**config.mk**
```make
export PLATFORM = sky130hd
export DESIGN_NAME = uc_bcast_scheduler_flat
export DESIGN_NICKNAME = d
export VERILOG_FILES = /design/src/rtl/uc_bcast_scheduler_pkg.sv /design/src/rtl/uc_bcast_scheduler_if.sv /design/src/rtl/uc_bcast_scheduler_fifo.sv /design/src/rtl/uc_bcast_scheduler.sv /design/src/flat_wrapper.sv
export SDC_FILE = /design/constraint.sdc
export NUM_CORES = 1
export LEC_CHECK = 0
export BUFFER_PORTS_ARGS = -buffer_cell sky130_fd_sc_hd__buf_4
export CAP_MARGIN = 15
export CORE_MARGIN = 2
export CORE_UTILIZATION = 50
export CTS_CLUSTER_SIZE = 12
export DETAILED_ROUTE_END_ITERATION = 12
export PLACE_DENSITY = 0.81
export SLEW_MARGIN = 5
export SYNTH_ARGS = -nofsm -noshare
export SYNTH_HDL_FRONTEND = slang
export SYNTH_SLANG_ARGS = --single-unit
```
**constraint.sdc**
```tcl
create_clock -name clk -period 3.6 [get_ports clk]
set_input_delay 0.18 -clock clk [delete_from_list [all_inputs] [get_ports clk]]
set_output_delay 0.18 -clock clk [all_outputs]
set_load 0.05 [all_outputs]
```
**src/rtl/uc_bcast_scheduler_pkg.sv**
```systemverilog
// Shared types for the unit-clause broadcast path: literal type, engine count, scheduler state.
package uc_bcast_scheduler_pkg;

    localparam int LIT_W       = 16;
    localparam int NUM_ENGINE  = 2;
    localparam int LIT_IDX_MAX = (1 << (LIT_W - 1)) - 1;

    typedef logic [LIT_W-1:0] lit_t;

    typedef enum logic {
        IDLE  = 1'b0,
        BCAST = 1'b1
    } ucb_state_t;

endpackage

```
**src/rtl/uc_bcast_scheduler_if.sv**
```systemverilog
// Arbiter-side literal handshake plus the engine-side broadcast bus of the UC scheduler.
interface uc_bcast_scheduler_if;
    import uc_bcast_scheduler_pkg::*;

    lit_t                  uca2ucb_lit;
    logic                  uca2ucb_valid;
    logic                  ucb2uca_ready;
    logic [NUM_ENGINE-1:0] eng_full;
    lit_t                  ucb2eng_lit;
    logic [NUM_ENGINE-1:0] ucb2eng_push;

    modport master (
        output uca2ucb_lit, uca2ucb_valid, eng_full,
        input  ucb2uca_ready, ucb2eng_lit, ucb2eng_push
    );

    modport slave (
        input  uca2ucb_lit, uca2ucb_valid, eng_full,
        output ucb2uca_ready, ucb2eng_lit, ucb2eng_push
    );
endinterface

```
**src/rtl/uc_bcast_scheduler_fifo.sv**
```systemverilog
// ucb_fifo: single-read/single-write synchronous FIFO; head is combinational from the read pointer.
// Latency: written data is visible at head the cycle after the write; clr and rst empty it.
module ucb_fifo #(
    parameter int  DEPTH = 8,
    parameter type T     = logic [7:0]
) (
    input  logic                   clk,
    input  logic                   rst,
    input  logic                   clr,
    input  logic                   push,
    input  T                       push_dat,
    input  logic                   pop,
    output T                       head,
    output logic                   full,
    output logic                   empty,
    output logic [$clog2(DEPTH):0] count
);
    localparam int AW = $clog2(DEPTH);

    T               mem [DEPTH];
    logic [AW-1:0]  wr_ptr;
    logic [AW-1:0]  rd_ptr;
    logic           do_push;
    logic           do_pop;

    assign full    = (count == (AW+1)'(DEPTH));
    assign empty   = (count == '0);
    assign do_push = push && !full;
    assign do_pop  = pop && !empty;
    assign head    = mem[rd_ptr];

    always_ff @(posedge clk) begin
        if (!rst || clr) begin
            wr_ptr <= '0;
            rd_ptr <= '0;
            count  <= '0;
        end else begin
            if (do_push) wr_ptr <= wr_ptr + 1'b1;
            if (do_pop)  rd_ptr <= rd_ptr + 1'b1;
            case ({do_push, do_pop})
                2'b10:   count <= count + 1'b1;
                2'b01:   count <= count - 1'b1;
                default: count <= count;
            endcase
        end
    end

    always_ff @(posedge clk) begin
        if (do_push) mem[wr_ptr] <= push_dat;
    end
endmodule

```
**src/rtl/uc_bcast_scheduler.sv**
```systemverilog
// Broadcasts buffered unit-clause literals to every engine, retiring each once all engines took it.
// Latency 2 cycles from accept to push; a full engine stalls only its own copy. Optional UCB_DEDUP_EN.
module uc_bcast_scheduler
    import uc_bcast_scheduler_pkg::*;
#(
    parameter int DEPTH       = 8,
    parameter int STALL_LIMIT = 255
) (
    input  logic                   clk,
    input  logic                   rst,
    uc_bcast_scheduler_if.slave    bus,
    input  logic                   flush,
    output logic                   ucb_idle,
    output logic                   ucb_stall_err,
    output logic [15:0]            drop_cnt
);
    localparam int CW = $clog2(DEPTH) + 1;

    ucb_state_t            state_q, state_d;
    logic [NUM_ENGINE-1:0] pending_q, pending_d, push, pend_left;
    lit_t                  hold_q, hold_d, fifo_head;
    logic                  fifo_full, fifo_empty, pop, accept, dup, bcast;
    logic [CW-1:0]         fifo_count;
    logic [7:0]            stall_cnt;

    assign accept            = bus.uca2ucb_valid && bus.ucb2uca_ready;
    assign bus.ucb2uca_ready = rst && !fifo_full && !flush;
    assign bcast             = rst && (state_q == BCAST);
    assign push              = bcast ? (pending_q & ~bus.eng_full) : '0;
    assign pend_left         = pending_q & ~push;
    assign bus.ucb2eng_push  = push;
    assign bus.ucb2eng_lit   = bcast ? hold_q : '0;
    assign ucb_idle          = !rst || ((fifo_count == '0) && (state_q == IDLE));
    assign ucb_stall_err     = rst && (int'(stall_cnt) >= STALL_LIMIT);

    ucb_fifo #(.DEPTH(DEPTH), .T(lit_t)) u_fifo (
        .clk      (clk),
        .rst      (rst),
        .clr      (flush),
        .push     (accept && !dup),
        .push_dat (bus.uca2ucb_lit),
        .pop      (pop && !flush),
        .head     (fifo_head),
        .full     (fifo_full),
        .empty    (fifo_empty),
        .count    (fifo_count)
    );

    always_ff @(posedge clk) begin
        if (!rst || flush) begin
            state_q   <= IDLE;
            pending_q <= '0;
            hold_q    <= '0;
        end else begin
            state_q   <= state_d;
            pending_q <= pending_d;
            hold_q    <= hold_d;
        end
    end

    // Pops only from the registered FIFO state, so a same-cycle write waits one cycle.
    always_comb begin
        state_d   = state_q;
        pending_d = pending_q;
        hold_d    = hold_q;
        pop       = 1'b0;
        case (state_q)
            IDLE: begin
                if (!fifo_empty) begin
                    pop       = 1'b1;
                    hold_d    = fifo_head;
                    pending_d = '1;
                    state_d   = BCAST;
                end
            end
            BCAST: begin
                pending_d = pend_left;
                if (pend_left == '0) begin
                    if (!fifo_empty) begin
                        pop       = 1'b1;
                        hold_d    = fifo_head;
                        pending_d = '1;
                    end else begin
                        hold_d  = '0;
                        state_d = IDLE;
                    end
                end
            end
            default: state_d = IDLE;
        endcase
    end

    always_ff @(posedge clk) begin
        if (!rst || flush || (state_q != BCAST) || (push != '0)) begin
            stall_cnt <= '0;
        end else if (stall_cnt != 8'hFF) begin
            stall_cnt <= stall_cnt + 8'd1;
        end
    end

`ifdef UCB_DEDUP_EN
    lit_t last_lit;
    logic last_vld;

    assign dup = last_vld && (bus.uca2ucb_lit == last_lit);

    always_ff @(posedge clk) begin
        if (!rst) begin
            last_lit <= '0;
            last_vld <= 1'b0;
            drop_cnt <= '0;
        end else if (flush) begin
            last_vld <= 1'b0;
        end else if (accept) begin
            last_lit <= bus.uca2ucb_lit;
            last_vld <= 1'b1;
            if (dup && drop_cnt != 16'hFFFF) drop_cnt <= drop_cnt + 16'd1;
        end
    end
`else
    assign dup      = 1'b0;
    assign drop_cnt = '0;
`endif

endmodule

```
**src/flat_wrapper.sv**
```systemverilog
// flat-port wrapper written by rule: the top's interface ports become plain ports
module uc_bcast_scheduler_flat import uc_bcast_scheduler_pkg::*;
#(
    parameter int DEPTH       = 8,
    parameter int STALL_LIMIT = 255
)
  (clk, rst, flush, ucb_idle, ucb_stall_err, drop_cnt, bus_uca2ucb_lit, bus_uca2ucb_valid, bus_eng_full, bus_ucb2uca_ready, bus_ucb2eng_lit, bus_ucb2eng_push);
  uc_bcast_scheduler_if bus_i ();
  input  logic clk;
  input  logic rst;
  input  logic flush;
  output logic ucb_idle;
  output logic ucb_stall_err;
  output logic [15:0] drop_cnt;
  input wire logic [$bits(bus_i.uca2ucb_lit)-1:0] bus_uca2ucb_lit;
  input wire logic [$bits(bus_i.uca2ucb_valid)-1:0] bus_uca2ucb_valid;
  input wire logic [$bits(bus_i.eng_full)-1:0] bus_eng_full;
  output wire logic [$bits(bus_i.ucb2uca_ready)-1:0] bus_ucb2uca_ready;
  output wire logic [$bits(bus_i.ucb2eng_lit)-1:0] bus_ucb2eng_lit;
  output wire logic [$bits(bus_i.ucb2eng_push)-1:0] bus_ucb2eng_push;
  assign bus_i.uca2ucb_lit = bus_uca2ucb_lit;
  assign bus_i.uca2ucb_valid = bus_uca2ucb_valid;
  assign bus_i.eng_full = bus_eng_full;
  assign bus_ucb2uca_ready = bus_i.ucb2uca_ready;
  assign bus_ucb2eng_lit = bus_i.ucb2eng_lit;
  assign bus_ucb2eng_push = bus_i.ucb2eng_push;
  uc_bcast_scheduler #(.DEPTH(DEPTH), .STALL_LIMIT(STALL_LIMIT)) u_core (.clk(clk), .rst(rst), .bus(bus_i), .flush(flush), .ucb_idle(ucb_idle), .ucb_stall_err(ucb_stall_err), .drop_cnt(drop_cnt));
endmodule
```
Word level (Yosys, flattened, before mapping)
Memories as Yosys holds them, arrays and structs flattened. A register that Yosys moved wholly into a read port is not among the register bits.
Index checks and enable logic that the tools add are counted.
Word-level totals
  bits in latches: 0
  output and inout bits: 37
  memory bits (read-only): 0
  RAM bits: 128
  bits in registers: 37
  bits of input ports: 22
  memories: 1
Memory list
  u_core.u_fifo.mem: depth 8, bits a word 16, read ports 1, clocked after Yosys merged registers in 1, wr ports 1, line uc_bcast_scheduler_fifo.sv:20  | T mem [DEPTH];
Cells by class
  multiply operators: 0
  bitwise operators: 5
  shift operators: 0
  muxes and demuxes: 20
  equal/unequal tests: 6
  divide/modulo/power cells: 0
  $lt $le $gt $ge: 1
  $add $sub $neg: 5
  reduce and logical (&&, ||, !) cells: 22
Operators by type and width (number)
  $mux 16: 4
  $pmux 16 s2: 1
  $logic_and 1x1->1: 9
  $add 8x1->8 const B: 1
  $ge 8x8->1 const B: 1
  $mux 2: 4
  $ne 8x8->1 const B: 1
  $pmux 4 s2: 1
  $add 3x1->3 const B: 2
  $mux 3: 2
  $mux 1: 5
  $add 4x1->4 const B: 1
  $and 2x2->2: 2
  $eq 4x4->1 const B: 1
  $logic_not 1->1: 4
  $logic_not 4->1: 1
  $logic_or 1x1->1: 4
  $ne 2x2->1 const B: 2
  $not 2->2: 2
  $pmux 1 s2: 2
  $pmux 2 s2: 1
  $reduce_bool 2->1: 2
  $sub 4x1->4 const B: 1
  $eq 2x1->1 const B: 1
  other kinds (4): 4

Depth between registers and ports, before layout
Gate-level depths: netlist of run 1.
  depth in word-level cells: 12
  gate-level depth with buffers: 12

Cells and area by module
A second synthesis of run 1 with hierarchy kept.
Second synthesis, totals
  cells, all modules: 447
  area total of the unflattened synthesis: 7023.0 µm²
By module, submodules not included
  ucb_fifo: seq. area each 4103.9 µm², area each 5589.1 µm², instances 1, cells an instance 262
  uc_bcast_scheduler: seq. area each 540.5 µm², area each 1433.9 µm², instances 1, cells an instance 185

Worst setup path before layout of run 1
No wires, ideal clock.
  path type: reg2reg
  start: register u_core.u_fifo.count[0]
  end: memory u_core.u_fifo.mem[4][0] (netlist bit), enable pin
  library setup time: 0.409 ns
  cell stages (with the launch flop): 5
  setup slack: 0.530 ns
  required time: 3.191 ns
  path buffers: 0
  arrival: 2.661 ns
  cells stage by stage: dfxtp_1 -> nor4b_1 -> nor2_1 -> nand3_1 -> nor3_1
Between the ends
  longest elaborated chain between the ends: 8
RTL lines
  from (decl): line uc_bcast_scheduler_fifo.sv:16  | output logic [$clog2(DEPTH):0] count
  from (signal assigned): line uc_bcast_scheduler_fifo.sv:41  | 2'b10: count <= count + 1'b1;
  from (signal assigned): line uc_bcast_scheduler_fifo.sv:42  | 2'b01: count <= count - 1'b1;
  from (signal assigned): line uc_bcast_scheduler_fifo.sv:43  | default: count <= count;
  $eq 4x4->1: line uc_bcast_scheduler_fifo.sv:26  | assign full = (count == (AW+1)'(DEPTH));
  $logic_not 1->1: line uc_bcast_scheduler.sv:27  | assign bus.ucb2uca_ready = rst && !fifo_full && !flush;
  $logic_and 1x1->1 (2 in a row): line uc_bcast_scheduler.sv:27
  net bus_ucb2uca_ready: line flat_wrapper.sv:18  | output wire logic [$bits(bus_i.ucb2uca_ready)-1:0] bus_ucb2uca_ready;
  $logic_and 1x1->1: line uc_bcast_scheduler.sv:26  | assign accept = bus.uca2ucb_valid && bus.ucb2uca_ready;
  $logic_and 1x1->1: line uc_bcast_scheduler_fifo.sv:28  | assign do_push = push && !full;
  $mux 1: line uc_bcast_scheduler_fifo.sv:49  | if (do_push) mem[wr_ptr] <= push_dat;
  $mux 1 (not written as such): line uc_bcast_scheduler_fifo.sv:49
  to (decl): line uc_bcast_scheduler_fifo.sv:20
The timed path passes the listed nets, and every way through them passes these cells.

Worst setup path in the final report of run 1
  start: register u_core.state_q
  end: register u_core.u_fifo.count[3]
Between the ends
  longest elaborated chain between the ends: 11
  elaborated cells between the ends (all ways): 14
  classes of those cells: eq/ne (2); mux (4); bitwise (3); reduce/logical (5)
RTL lines
  from (decl): line uc_bcast_scheduler.sv:19  | ucb_state_t state_q, state_d;
  from (signal assigned): line uc_bcast_scheduler.sv:55  | state_q <= state_d;
  $logic_and 1x1->1: line uc_bcast_scheduler.sv:28  | assign bcast = rst && (state_q == BCAST);
  $mux 2: line uc_bcast_scheduler.sv:29  | assign push = bcast ? (pending_q & ~bus.eng_full) : '0;
  $not 2->2: line uc_bcast_scheduler.sv:30  | assign pend_left = pending_q & ~push;
  $and 2x2->2: line uc_bcast_scheduler.sv:30
  $logic_not 2->1: line uc_bcast_scheduler.sv:78  | if (pend_left == '0) begin
  $mux 1: line uc_bcast_scheduler.sv:78
  $pmux 1 s2 *: line uc_bcast_scheduler.sv:67  | case (state_q)
  $logic_and 1x1->1 *: line uc_bcast_scheduler.sv:42  | .pop (pop && !flush),
  $logic_and 1x1->1 *: line uc_bcast_scheduler_fifo.sv:29  | assign do_pop = pop && !empty;
  net u_core.u_fifo.do_pop: line uc_bcast_scheduler_fifo.sv:24  | logic do_pop;
  $eq 2x1->1 / $eq 2x2->1 (equally long branches): line uc_bcast_scheduler_fifo.sv:40  | case ({do_push, do_pop})
  $pmux 4 s2 / $reduce_bool 2->1 (equally long branches)
The timed path passes the listed nets; every way through them passes the cells marked *.
A chain may end at the register's enable or synchronous reset.

==> out/summary.md, run 1 <==
The run gives 0 as the number of failing hold endpoints at the final stage. Detailed routing inserted a total of 3731 vias. In the final timing run, aggregate negative setup slack is 0 ps. The run gives 168 as the sink count of the clock tree.

Main combinational cell family by area after synthesis: multiplexers. Clock tree synthesis inserted a total of 17 buffers. After routing the design area is 0.008049 mm2. Startpoint class of the critical path: a register. Setup violations remaining at the end of the flow were counted as 0. The number of DRC violations after detailed-routing iteration 0 came out at 261. In this run the number of H-tree levels came out at 4. Summing every instance area after synthesis gives 0.006819 mm2.

The max-slew violation total from the final report came out at 0. For met2 alone, demand over resource in global routing was 32.31%. In this run, distinct cell masters in the synthesized netlist total 47.

The total routing usage reported by global routing was 19.57%. The post-detailed-route count of antenna-violating nets was 0; the post-synthesis average cell area was 16.80 um2. The arrival time at the worst endpoint was 3430 ps. In the synthesized netlist the async set-or-reset flop fraction comes to 0%. For the number of warnings printed during yosys synthesis, the log shows 0.

Global routing finished with a remaining overflow of 0. The synthesized design contains 168 register bits. The sequential area share after synthesis was 68.11%; the insertion delay to the later sink of the worst-skew pair was 430 ps. For this design the ratio of total power to cell area is 508.9 mW/mm2. The synthesized netlist devotes 4.917% of its cell area to compound gates. At the end of the flow, the number of nets in the layout was 501. The number of setup buffers added after CTS is 0.

The logs give 60.54% for the final standard cell utilization of the core and 7553 um for the placed wire-length estimate after detailed placement. Clock-pin slew was measured on the worst setup and hold paths at 70 ps. The first global-routing pass estimated 20870 um of wire. The run finished with clean final reports.

Dividing the detail-routed wire length by the instance count gives 19.60 um. The final wirelength is 12980 um. The share of cells above drive strength 1 was 29.42%; the post-placement cell area was 0.007277 mm2.

TritonCTS built the clock tree. In this run the standard cell core region covers 0.01330 mm2. The most used flip-flop cell after synthesis is sky130_fd_sc_hd__edfxtp_1. The tools report the number of fill cells as 950. Setup repair after global routing left no endpoint under its margin. IR analysis of the VDD net gives a maximum drop of 444.7 uV. In the routed design, unresolved DRC markers number 0.

The transition time of the tightest slew-check pin is 962.2 ps, and the headroom to the max-slew limit is 35.76%. Across the routed clock network, the largest skew measured is 15.21 ps. The minimum clock period after layout was 3149 ps.

Multiplexer cells account for 13.50% of the synthesized area. Clock tree synthesis selected as its root buffer the cell sky130_fd_sc_hd__clkbuf_16. Counting flops with a built-in enable in the synthesized netlist gives 128. Leaving out fill and tap cells, the most frequent cell in the layout is sky130_fd_sc_hd__edfxtp_1. The logs give 2 for the buffer levels on the longest clock path and 3880 ps for the critical path data required time. The max-cap check violation count came out at 0.

The maximum net fanout on the critical path was 24. In this run the tool buffered the top-level ports with 42 buffer cells. 59 I/O pins were placed. The cell leakage power was 2.799 nW; the synthesized-area fraction occupied by xor and xnor cells was 1.156%.

The worst path uses 87.48% of the clock period. The area of the die is 0.01459 mm2, and the gate count after technology mapping is 406. In the routed layout, each cell is associated on average with a via count of 5.636. The horizontal extent of the die is 120.8 um. Nature of the critical path endpoint: a register. Before antenna repair, the detailed router went through 4 iterations. Adder-cell share of the synthesized area: 1.101%. The final weighted congestion of routability-driven global placement was 0.7641; the area growth from synthesis to layout was 18.04%. In the layout the commonest cells are sky130_fd_sc_hd__edfxtp_1 (128), sky130_fd_sc_hd__buf_4 (53), sky130_fd_sc_hd__dfxtp_1 (39), sky130_fd_sc_hd__mux4_2 (32), sky130_fd_sc_hd__nor2_1 (18). After Yosys synthesis, and, or, nand and nor cells account for 7.468% of the synthesized area. The number of antenna diodes in the final layout is 0. The height of the die is 120.8 um, and the via count of the first global-routing pass is 3932.

Based on the critical path, the design can be clocked at up to 317.5 MHz. Global routing consumed, on the met1 layer, 25.16% of the routing resources. The number of antenna violations at the first check in global routing was 0.

The row count was 42. The initial core utilization was 51.29%; the global routing met3 resource utilization was 5.283%. Start-to-end type of the worst setup path: register to register. Entering global routing, the biggest net connects 33 pins. The global-route layer with the greatest usage was met2. The path class of the tightest hold or removal check is primary input to register.
[power by group]
part	total [W]	internal (W)	switching (W)
Clock	0.00185	0.00108	0.000770
Combinational	0.000146	0.0000501	0.0000957
Sequential	0.00210	0.00209	0.00000768
[flip-flops by register name (all words and copies together) (netlist names), named ones only]
signal and flops:
u_core.state_q 1, u_core.u_fifo.rd_ptr 3, u_core.u_fifo.wr_ptr 3, u_core.u_fifo.count 4, u_core.u_fifo.mem 128, u_core.pending_q 2
u_core.hold_q 16, u_core.stall_cnt 8
[worst max-delay path: stages, from the launching register on]
cell and delay (ps):
sky130_fd_sc_hd__dfxtp_1 590, sky130_fd_sc_hd__and2_1 340, sky130_fd_sc_hd__a32oi_1 350, sky130_fd_sc_hd__nand2_1 160
sky130_fd_sc_hd__nor2_1 200, sky130_fd_sc_hd__ha_1 280, sky130_fd_sc_hd__nand3b_1 110, sky130_fd_sc_hd__a2111oi_0 690
sky130_fd_sc_hd__or3_1 230, sky130_fd_sc_hd__a21oi_1 70
[what timing repair did]
action / CTS / global route
gates resized for setup: 0 / 0
hold buffers: 16 / 0
endpoints found under the hold margin: 128 / 0
[cells by family (layout without fill, tap and decap cells)]
kind of cell / after synthesis / in the layout
DFF: 168 / 168
and+or+nand+nor: 87 / 87
muxes: 50 / 50
AOI/OAI and AO/OA: 47 / 47
buffers and inverters: 38 / 103
xor gates and xnor gates: 9 / 9
adders and majority gates: 6 / 6
other: 1 / 16
[final cells by class]
type / count / area, um2 / area share [%]
flip-flops and latches: 168 / 4646 / 57.72
multi-input cells: 215 / 2006 / 24.92
repair buffers: 69 / 558.0 / 6.933
clock buffers: 19 / 452.9 / 5.627
well taps: 176 / 220.2 / 2.736
clock inverters: 13 / 158.9 / 1.974
inverters: 2 / 7.507 / 0.09327
[path summary, 6_finish.rpt]
check                                     start                                   end  slack [ps]  cells after the start
hold / removal                bus_uca2ucb_valid  u_core.u_fifo.wr_ptr[2]$_SDFFE_PP0P_         180                      5
hold reg to reg   u_core.hold_q[4]$_SDFFE_PP0P_         u_core.hold_q[4]$_SDFFE_PP0P_         470                      1
setup reg to reg      u_core.state_q$_SDFF_PP0_   u_core.u_fifo.count[3]$_SDFFE_PP0P_         450                      9
setup / recovery      u_core.state_q$_SDFF_PP0_   u_core.u_fifo.count[3]$_SDFFE_PP0P_         450                      9
[cell usage after synthesis, types with 5 or more instances]
cell type / n / area, um2
sky130_fd_sc_hd__nor2_1: 18 / 67.56
sky130_fd_sc_hd__a21oi_1: 10 / 50.05
sky130_fd_sc_hd__o21ai_1: 5 / 25.02
sky130_fd_sc_hd__buf_6: 6 / 67.56
sky130_fd_sc_hd__clkbuf_1: 7 / 26.28
sky130_fd_sc_hd__nand3_1: 5 / 25.02
sky130_fd_sc_hd__nand2_1: 7 / 26.28
sky130_fd_sc_hd__and3_1: 17 / 106.4
sky130_fd_sc_hd__a22o_1: 16 / 140.1
sky130_fd_sc_hd__and2_1: 6 / 37.54
sky130_fd_sc_hd__xor2_1: 8 / 70.07
sky130_fd_sc_hd__edfxtp_1: 128 / 3844
sky130_fd_sc_hd__buf_4: 16 / 120.1
sky130_fd_sc_hd__nand2b_1: 8 / 50.05
sky130_fd_sc_hd__mux2_2: 16 / 180.2
sky130_fd_sc_hd__mux4_2: 32 / 720.7
sky130_fd_sc_hd__ha_1: 6 / 75.07
sky130_fd_sc_hd__o21ai_0: 5 / 25.02
sky130_fd_sc_hd__dfxtp_1: 40 / 800.8
sky130_fd_sc_hd__nor2b_1: 5 / 31.28
sky130_fd_sc_hd__nor3_1: 6 / 30.03
[layer usage]
metal	routed length (um)	up-vias
met5	0	-
met4	163	0
met3	749	14
met2	6532	130
met1	5530	1883
li1	-	1704
[metrics by stage]
stage / std cells / hold WS (ps) / total power [W] / setup WS [ps]
2_1_floorplan: 421 / 278.9 / 0.002239 / 529.9
3_3_place_gp: 614 / 406.7 / 0.002266 / 845.4
3_5_place_dp: 614 / 415.3 / 0.002272 / 559.3
4_1_cts: 662 / 165.6 / 0.004122 / 536.2
5_1_grt: 662 / 201.4 / 0.004207 / 231.0
6_report: 662 / 181.5 / 0.004096 / 450.8
(Power assumes the default switching activity.)
==> run 2, diff against run 1 <==
--- a/config.mk
+++ b/config.mk
@@ -15,4 +15,5 @@
 export SLEW_MARGIN = 5
 export SYNTH_ARGS = -nofsm -noshare
 export SYNTH_HDL_FRONTEND = slang
+export SYNTH_HIERARCHICAL = 1
 export SYNTH_SLANG_ARGS = --single-unit
==> run 2 against run 1 <==
Effect of this change: routed wire length fell by 0.79%; worst setup slack better by 270 ps; utilization fell by 1.0 points; worst hold slack got worse by 84 ps; cell count grew 6.3%; area after synthesis is 3.0% higher; critical path type unchanged; die area up 2.9%; via count is 4.8% higher; design area rose by 1.9%; global-route usage decreased by 0.83 points; combinational power shrank 6%; critical endpoint is now u_core/u_fifo/count[2]$_SDFFE_PP0P_.
==> out/summary.md, run 2 <==
Once detail routing completed, the nets flagged for antenna violations numbered 0. Most used flip-flop cell after synthesis: sky130_fd_sc_hd__edfxtp_1. The average routed wire per standard cell is 18.29 um.

The number of buffers created by CTS came out at 17. Setup repair after global routing left no endpoint under its margin. In the finished design, the share of the clock period the worst path needs comes to 80.03%.

For the pin with the worst max-slew slack, the measured transition is 1037 ps. The headroom to the max-slew limit came out at 30.54%. The max-slew violation total from the final report is 0, and the power density over cell area is 482.3 mW/mm2.

At the end of the flow, the number of nets in the layout was 541. STA classifies the critical path startpoint as a register. met2 is the most crowded layer. The register with the most flip-flops in the layout has 128 of them. TritonCTS built the clock tree.

The die covers 0.01501 mm2. The global routing met3 resource utilization was 4.322%; the total routing usage reported by global routing was 18.74%. The total congestion overflow was 0. Registers are responsible for 53.0% of the overall power. The routing usage on met2 was 31.32%.

The height of the die came out at 122.5 um. After synthesis the cells add up to 0.007023 mm2. The clock-pin slew reported for the worst setup and hold paths after clock tree synthesis works out to 60 ps.

The run gives 4 as the number of levels in the clock H-tree. The core region is 0.01377 mm2. The insertion delay to the later sink of the worst-skew pair was 420 ps.

CTS placed an instance of sky130_fd_sc_hd__clkbuf_16 at the clock tree root. Yosys instantiated no cell more often than sky130_fd_sc_hd__edfxtp_1. The number of distinct library cell variants in the gate-level netlist after synthesis is 53.

The sink count of the clock tree is 168. For this block, the initial DRC count from the detailed router was 211. u_core/u_fifo/mem holds more flip-flops than any other register. The cell taking the most area after synthesis was sky130_fd_sc_hd__edfxtp_1.

The worst-case IR drop observed on VDD is 307.0 uV. The share of cells above drive strength 1 was 20.42%. The run gives 0 ps as the total negative setup slack. For the worst clock skew on the final layout, the log shows 8.657 ps. For this run, the detailed router's first-pass iteration total came to 4. In the final layout, the registers with the most flip-flops are u_core/u_fifo/mem: 128 flops, u_core/hold_q: 16 flops, u_core/stall_cnt: 8 flops. The area share of the leading cell type in the synthesized netlist was 54.73%.

After synthesis the netlist holds a flip-flop and latch count of 168. The number of failing hold endpoints at the final stage came out at 0. Yosys attributes the largest share of cell area to sky130_fd_sc_hd__edfxtp_1 (55%), sky130_fd_sc_hd__dfxtp_1 (11%), sky130_fd_sc_hd__mux4_1 (11%). The clock network burns 43.6% of the power. For the fmax, the log shows 347.1 MHz.

A synthesized cell averages 15.71 um2. The minimum clock period after layout is 2881 ps. For the total setup buffers inserted after CTS, the log shows 0. Along the worst hold path, the cell count comes to 4. The setup path with the least slack is of type register to register.

The number of warnings printed during yosys synthesis was 6. The gate count after technology mapping came out at 447. For the met1 routing resource usage after global routing, the log shows 23.70%.

The tools report the row count as 43. The via count of the first global-routing pass was 3937; the critical path data required time was 3950 ps. The internal power of the cells totals 0.003150 W. Per report_power, the combinational group accounts for 3.5% of the total. The tools report the max-cap check violation count as 0. Net switching is 20.35% of the power.

Counting flops with a built-in enable in the synthesized netlist gives 128. The nature of the critical path endpoint was a register. Counting along the longest clock path gives a buffer depth of 2. Setup violations remaining at the end of the flow were counted as 0. Buffers placed on the I/O ports in this run total 42.

59 I/O pins were placed. Along the worst path, the maximum fanout reaches 24. The commonest cells after synthesis are sky130_fd_sc_hd__edfxtp_1 (128), sky130_fd_sc_hd__nand2_1 (41), sky130_fd_sc_hd__dfxtp_1 (40).

The run finished with clean final reports. Dividing the detail-routed via count by the number of cells gives 5.554. Relative to the synthesized area, the layout overhead comes to 16.75%. The sequential area share after synthesis is 66.13%, and the horizontal extent of the die is 122.5 um. STA puts the critical path data arrival time at 3230 ps. For this design the total switching power over the nets is 0.0008046 W. The congestion estimate from routability-driven global placement came to 0.7292. The repair_antennas step left the layout with diodes totalling 0. Leaving out fill and tap cells, the most frequent cells in the layout are sky130_fd_sc_hd__edfxtp_1 (128), sky130_fd_sc_hd__buf_4 (55), sky130_fd_sc_hd__nand2_1 (41), sky130_fd_sc_hd__dfxtp_1 (40), sky130_fd_sc_hd__mux4_1 (30). The cell leakage power is 2.849 nW. The library cell used most frequently in the layout, excluding fill and tap cells, is sky130_fd_sc_hd__edfxtp_1. After synthesis, the share of flip-flops with an asynchronous set or reset is 0%. For the worst flop-to-flop path, the logic depth is 11. Initial core utilization: 50.99%. Entering global routing, the biggest net connects 33 pins.

The routed layout has 3910 vias. The path class of the lowest-slack min-delay path was primary input to register. For the detailed-route DRC error count, the log shows 0. Once detailed placement completed, the half-perimeter wirelength came to 7974 um. The final wirelength was 12870 um; the first-pass GRT wire length was 20550 um.

The power after layout came out at 0.003954 W. The run gives 0 as the number of antenna violations at the first check in global routing.
==> run 2: cell count changes after synthesis, moves of 5 or more <==
cell / previous run / this run
sky130_fd_sc_hd__o21ai_1: 5 / 0
sky130_fd_sc_hd__mux4_2: 32 / 2
sky130_fd_sc_hd__a22o_1: 16 / 0
sky130_fd_sc_hd__nand2_1: 7 / 41
sky130_fd_sc_hd__mux4_1: 0 / 30
sky130_fd_sc_hd__clkbuf_1: 7 / 14
sky130_fd_sc_hd__o22ai_1: 0 / 16
==> run 2: area by class of cell <==
type                    instances  area [um2]
inverters                       5       18.77
well taps                     180       225.2
clock inverters                11       126.4
multi-input cells             250        2178
repair buffers                 71       573.1
flip-flops and latches        168        4644
clock buffers                  19       432.9
fillers                      1028        5574
==> run 2: layer usage <==
metal	vias to the layer above	share of wire [%]	routed length (um)
met1	1935	43	5584
met2	109	50	6456
met3	15	5.0	648
met4	0	1.4	184
li1	1851	-	-
met5	-	0	0
==> run 2: through the flow <==
step / area, um2 / instances / hold slack [ps] / util [%] / setup slack, ps
global route: 8199 / 704 / 128.3 / 59.53 / 441.2
detailed placement: 7480 / 658 / 418.6 / 54.31 / 764.8
global placement: 7480 / 658 / 407.1 / 54.31 / 860.0
CTS: 8199 / 704 / 87.13 / 59.53 / 728.4
floorplan: 7079 / 462 / 278.9 / - / 2.347
finish: 8199 / 704 / 97.20 / 59.53 / 719.1
==> run 2: worst paths after layout <==
kind / slack [ps] / from / endpoint
worst min-delay path: 100 / flush / u_core/u_fifo/count[3]$_SDFFE_PP0P_
worst min register to register: 470 / u_core/hold_q[9]$_SDFFE_PP0P_ / u_core/hold_q[9]$_SDFFE_PP0P_
worst max-delay path: 720 / u_core/state_q$_SDFF_PP0_ / u_core/u_fifo/count[2]$_SDFFE_PP0P_
worst max register to register: 720 / u_core/state_q$_SDFF_PP0_ / u_core/u_fifo/count[2]$_SDFFE_PP0P_
==> run 2: cell families (layout without fill, tap and decap cells) <==
family          count (synthesis)  after routing  synth area share (%)
flops                         168            168                 66.13
simple gates                  127            127                 9.247
mux                            51             51                 14.86
compound gates                 44             44                 4.062
buf+inv                        44            106                 3.830
fa+ha+maj                       6              6                 1.069
xor+xnor                        6              6                0.7483
other cells                     1             16               0.05340
==> run 2: worst max-delay path: stages (launching register included) <==
cell,delay [ps]
sky130_fd_sc_hd__dfxtp_1,480
sky130_fd_sc_hd__and2_4,260
sky130_fd_sc_hd__a221o_1,360
sky130_fd_sc_hd__nor2_1,130
sky130_fd_sc_hd__o41a_1,300
sky130_fd_sc_hd__ha_1,300
sky130_fd_sc_hd__xor2_1,170
sky130_fd_sc_hd__ha_1,160
sky130_fd_sc_hd__a21oi_1,50
sky130_fd_sc_hd__xor2_1,160
sky130_fd_sc_hd__or3_1,300
sky130_fd_sc_hd__a21oi_1,140
==> run 2: timing repair <==
action,4_1_cts,5_1_grt
endpoints found under the setup margin,0,0
hold endpoints to repair,128,0
hold buffers,16,0
resized for setup,0,0
==> run 2: power by group through the flow <==
stage	clock network (W)	registers, W	logic, W
after floorplan	0	0.00213	0.0000899
after global placement	0	0.00213	0.000118
after detailed placement	0	0.00214	0.000123
after CTS	0.00176	0.00209	0.000138
after global routing	0.00184	0.00209	0.000149
final	0.00172	0.00209	0.000137
==> run 3, diff against run 2 <==
--- a/config.mk
+++ b/config.mk
@@ -11,7 +11,7 @@
 export CORE_UTILIZATION = 50
 export CTS_CLUSTER_SIZE = 12
 export DETAILED_ROUTE_END_ITERATION = 12
-export PLACE_DENSITY = 0.81
+export PLACE_DENSITY = 0.83
 export SLEW_MARGIN = 5
 export SYNTH_ARGS = -nofsm -noshare
 export SYNTH_HDL_FRONTEND = slang
==> constraint.sdc (replaced) <==
create_clock -name clk -period 2.5 [get_ports clk]
set_input_delay 0.125 -clock clk [delete_from_list [all_inputs] [get_ports clk]]
set_output_delay 0.125 -clock clk [all_outputs]
set_load 0.05 [all_outputs]
==> run 3 against run 2 <==
Effect of this change: the run now ends with setup timing left; sequential power rose by 44%; maximum frequency rose by 14%; highest routed layer unchanged; non-clock buffer count rose by 16; die area did not move; design area rose by 3.7%; worst hold slack got worse by 61 ps; register-to-register slack got worse by 740 ps.
==> out/summary.md, run 3 (synthesis results as in run 2) <==
From synthesis to final layout, the design area changed by 21.02%. 59 I/O pins were placed. Once the floorplan was initialized, standard cells occupied 50.99% of the core.

In the routed layout, each cell is associated on average with a via count of 5.573. The tools report the insertion delay to the later sink of the worst-skew pair as 420 ps. The worst setup path is launched from a register. At the worst endpoint, the required time is 2840 ps. The number of inserted diodes was 0. The first detailed-routing pass took 4 iterations.

The routed design has 13470 um of wire. The power after layout was 0.005753 W; the minimum clock period after layout was 2525 ps. For the area of the die, the log shows 0.01501 mm2.

Max-cap violations in this run came to 0. The logs give 378 for the number of DRC violations after detailed-routing iteration 0 and 668 for the placed cell count. The leading cell type in the layout, fill and taps excluded is sky130_fd_sc_hd__edfxtp_1. Beginning of the critical path: u_core/state_q$_SDFF_PP0_.

Placed wire-length estimate after detailed placement: 8060 um. Leaving out fill and tap cells, the most frequent cells in the layout are sky130_fd_sc_hd__edfxtp_1 (128), sky130_fd_sc_hd__buf_4 (65), sky130_fd_sc_hd__nand2_1 (41), sky130_fd_sc_hd__dfxtp_1 (35), sky130_fd_sc_hd__mux4_1 (30). Horizontal extent of the die: 122.5 um.

Setup repair after global routing could not meet its margin everywhere. The critical path in this run is classified as register to register. The number of standard cells in the layout, taps in and fillers out was 722. The worst hold path terminates at u_core/u_fifo/count[3]$_SDFFE_PP0P_. For the detailed-route via count, the log shows 4024.

The path class of the tightest hold or removal check is primary input to register. Clock tree synthesis found a total of 168 sinks. For the number of antenna violations at the first check in global routing, the log shows 0. The arrival time at the worst endpoint is 2870 ps, and the flip-flop count of the largest register after layout is 128. The run finished, with violations left. In the final routed layout, each cell accounts on average for 18.66 um. The final weighted congestion of routability-driven global placement is 0.7803, and the power density over cell area is 676.8 mW/mm2. The root buffer cell chosen for the clock tree is sky130_fd_sc_hd__clkbuf_16. Flop-to-flop setup slack: -20 ps. The worst hold path depth works out to 4. Of all nets on the critical path, the largest fanout is 5. The detail route stage leaves a number of antenna-violating nets equal to 0. The register with the most flip-flops in the final layout is u_core/u_fifo/mem. After clock tree synthesis, the clock-pin slew on the worst setup and hold paths is 60 ps. The largest registers in the layout are u_core/u_fifo/mem: 128 flops, u_core/hold_q: 16 flops, u_core/stall_cnt: 8 flops. CTS built an H-tree with a depth of 4. Count of final setup violators: 1. For the first-pass GRT wire length, the log shows 21200 um. The final reports fail on setup timing.

The region available for standard cell placement spans 0.01377 mm2. Pin count of the biggest net entering global routing: 33. The count of buffers added on input and output ports is 42.

The tools report the worst clock skew on the final layout as 7.458 ps. The startpoint of the most critical hold path is flush. Nature of the critical path endpoint: a register.

The total congestion overflow came out at 0. The final worst setup slack was -24.96 ps. The run gives 2.970 nW as the cell leakage power. The number of failing hold endpoints at the final stage is 0. The tightest hold path in the finished design has a slack of 36.19 ps. The via count of the first global-routing pass was 3950. Clock tree synthesis inserted a total of 17 buffers. The height of the die was 122.5 um; the row count was 43. The final clock period utilization by the worst path is 101.0%.

The total routing usage reported by global routing is 19.34%. TritonCTS built the clock tree. The run gives 396.0 MHz as the fmax. After routing, the total negative slack on setup checks comes to -24.96 ps. The worst register-to-register path has a depth of 11.

The worst register-to-register path ends at u_core/u_fifo/count[2]$_SDFFE_PP0P_. For this run, design rule violations remaining after detail routing come to 0. The share of cells above drive strength 1 is 26.38%. The buffer levels on the longest clock path was 2; the final net count was 557. The run gives 550.3 uV as the worst supply voltage drop on vdd. Launching point of the worst reg2reg path: u_core/state_q$_SDFF_PP0_.

The tools report the max-slew violation total from the final report as 0.
[run 3: worst max path at each step]
| stage | to | slack [ps] | cells after the start |
|---|---|---|---|
| after global placement | u_core/u_fifo/count[2]$_SDFFE_PP0P_ | 40 | 12 |
| after floorplan | u_core/u_fifo/count[2]$_SDFFE_PP0P_ | -130 | 13 |
| after global routing | u_core/u_fifo/count[2]$_SDFFE_PP0P_ | -130 | 11 |
| final | u_core/u_fifo/count[2]$_SDFFE_PP0P_ | -20 | 11 |
| after detailed placement | u_core/u_fifo/count[2]$_SDFFE_PP0P_ | -40 | 12 |
| after CTS | u_core/u_fifo/count[2]$_SDFFE_PP0P_ | 3 | 12 |
[run 3: critical path: stages, from the launching register on]
cell and delay (ps):
sky130_fd_sc_hd__dfxtp_2 340, sky130_fd_sc_hd__and2_4 160, sky130_fd_sc_hd__a221o_1 340, sky130_fd_sc_hd__nor2_1 100, sky130_fd_sc_hd__o41a_1 280, sky130_fd_sc_hd__ha_4 180, sky130_fd_sc_hd__xor2_2 140, sky130_fd_sc_hd__ha_2 200
sky130_fd_sc_hd__a21oi_2 40, sky130_fd_sc_hd__xor2_1 160, sky130_fd_sc_hd__or3_1 360, sky130_fd_sc_hd__a21oi_1 140
[run 3: repair_timing]
action                                  CTS  global route
endpoints found under the hold margin   128             0
resized for setup                         2             9
endpoints found under the setup margin    2             2
hold buffers                             16             0
buffers inserted                          0             6
pin swaps                                 0             8
[run 3: layout make-up]
cell class	count	area, um2
clock buffer	18	429.2
clock inverter	14	148.9
fill	997	5274
inverter	5	21.27
multi-input combinational	250	2257
sequential	168	4658
tap	180	225.2
timing repair buffer	87	759.5
[run 3: per-layer routing]
metal / wire length [um] / track usage [%] / vias up
met1: 5958 / 25.09 / 1996
li1: - / - / 1890
met5: 0 / 0 / -
met2: 6705 / 31.67 / 130
met3: 710 / 6.366 / 8
met4: 95 / 4.957 / 0
[run 3: metrics by stage]
step	instance area, um2	setup slack [ps]	util [%]
2_1_floorplan	7191	-133.3	-
3_3_place_gp	7682	38.56	55.78
4_1_cts	8423	3.287	61.16
6_report	8499	-24.96	61.71
5_1_grt	8499	-126.5	61.71
3_5_place_dp	7682	-40.33	55.78
[run 3: report_power, final]
| part | internal [W] | switching (W) | total (W) |
|---|---|---|---|
| Sequential | 0.00301 | 0.00000411 | 0.00301 |
| Clock | 0.00148 | 0.00105 | 0.00253 |
| Combinational | 0.0000735 | 0.000138 | 0.000211 |
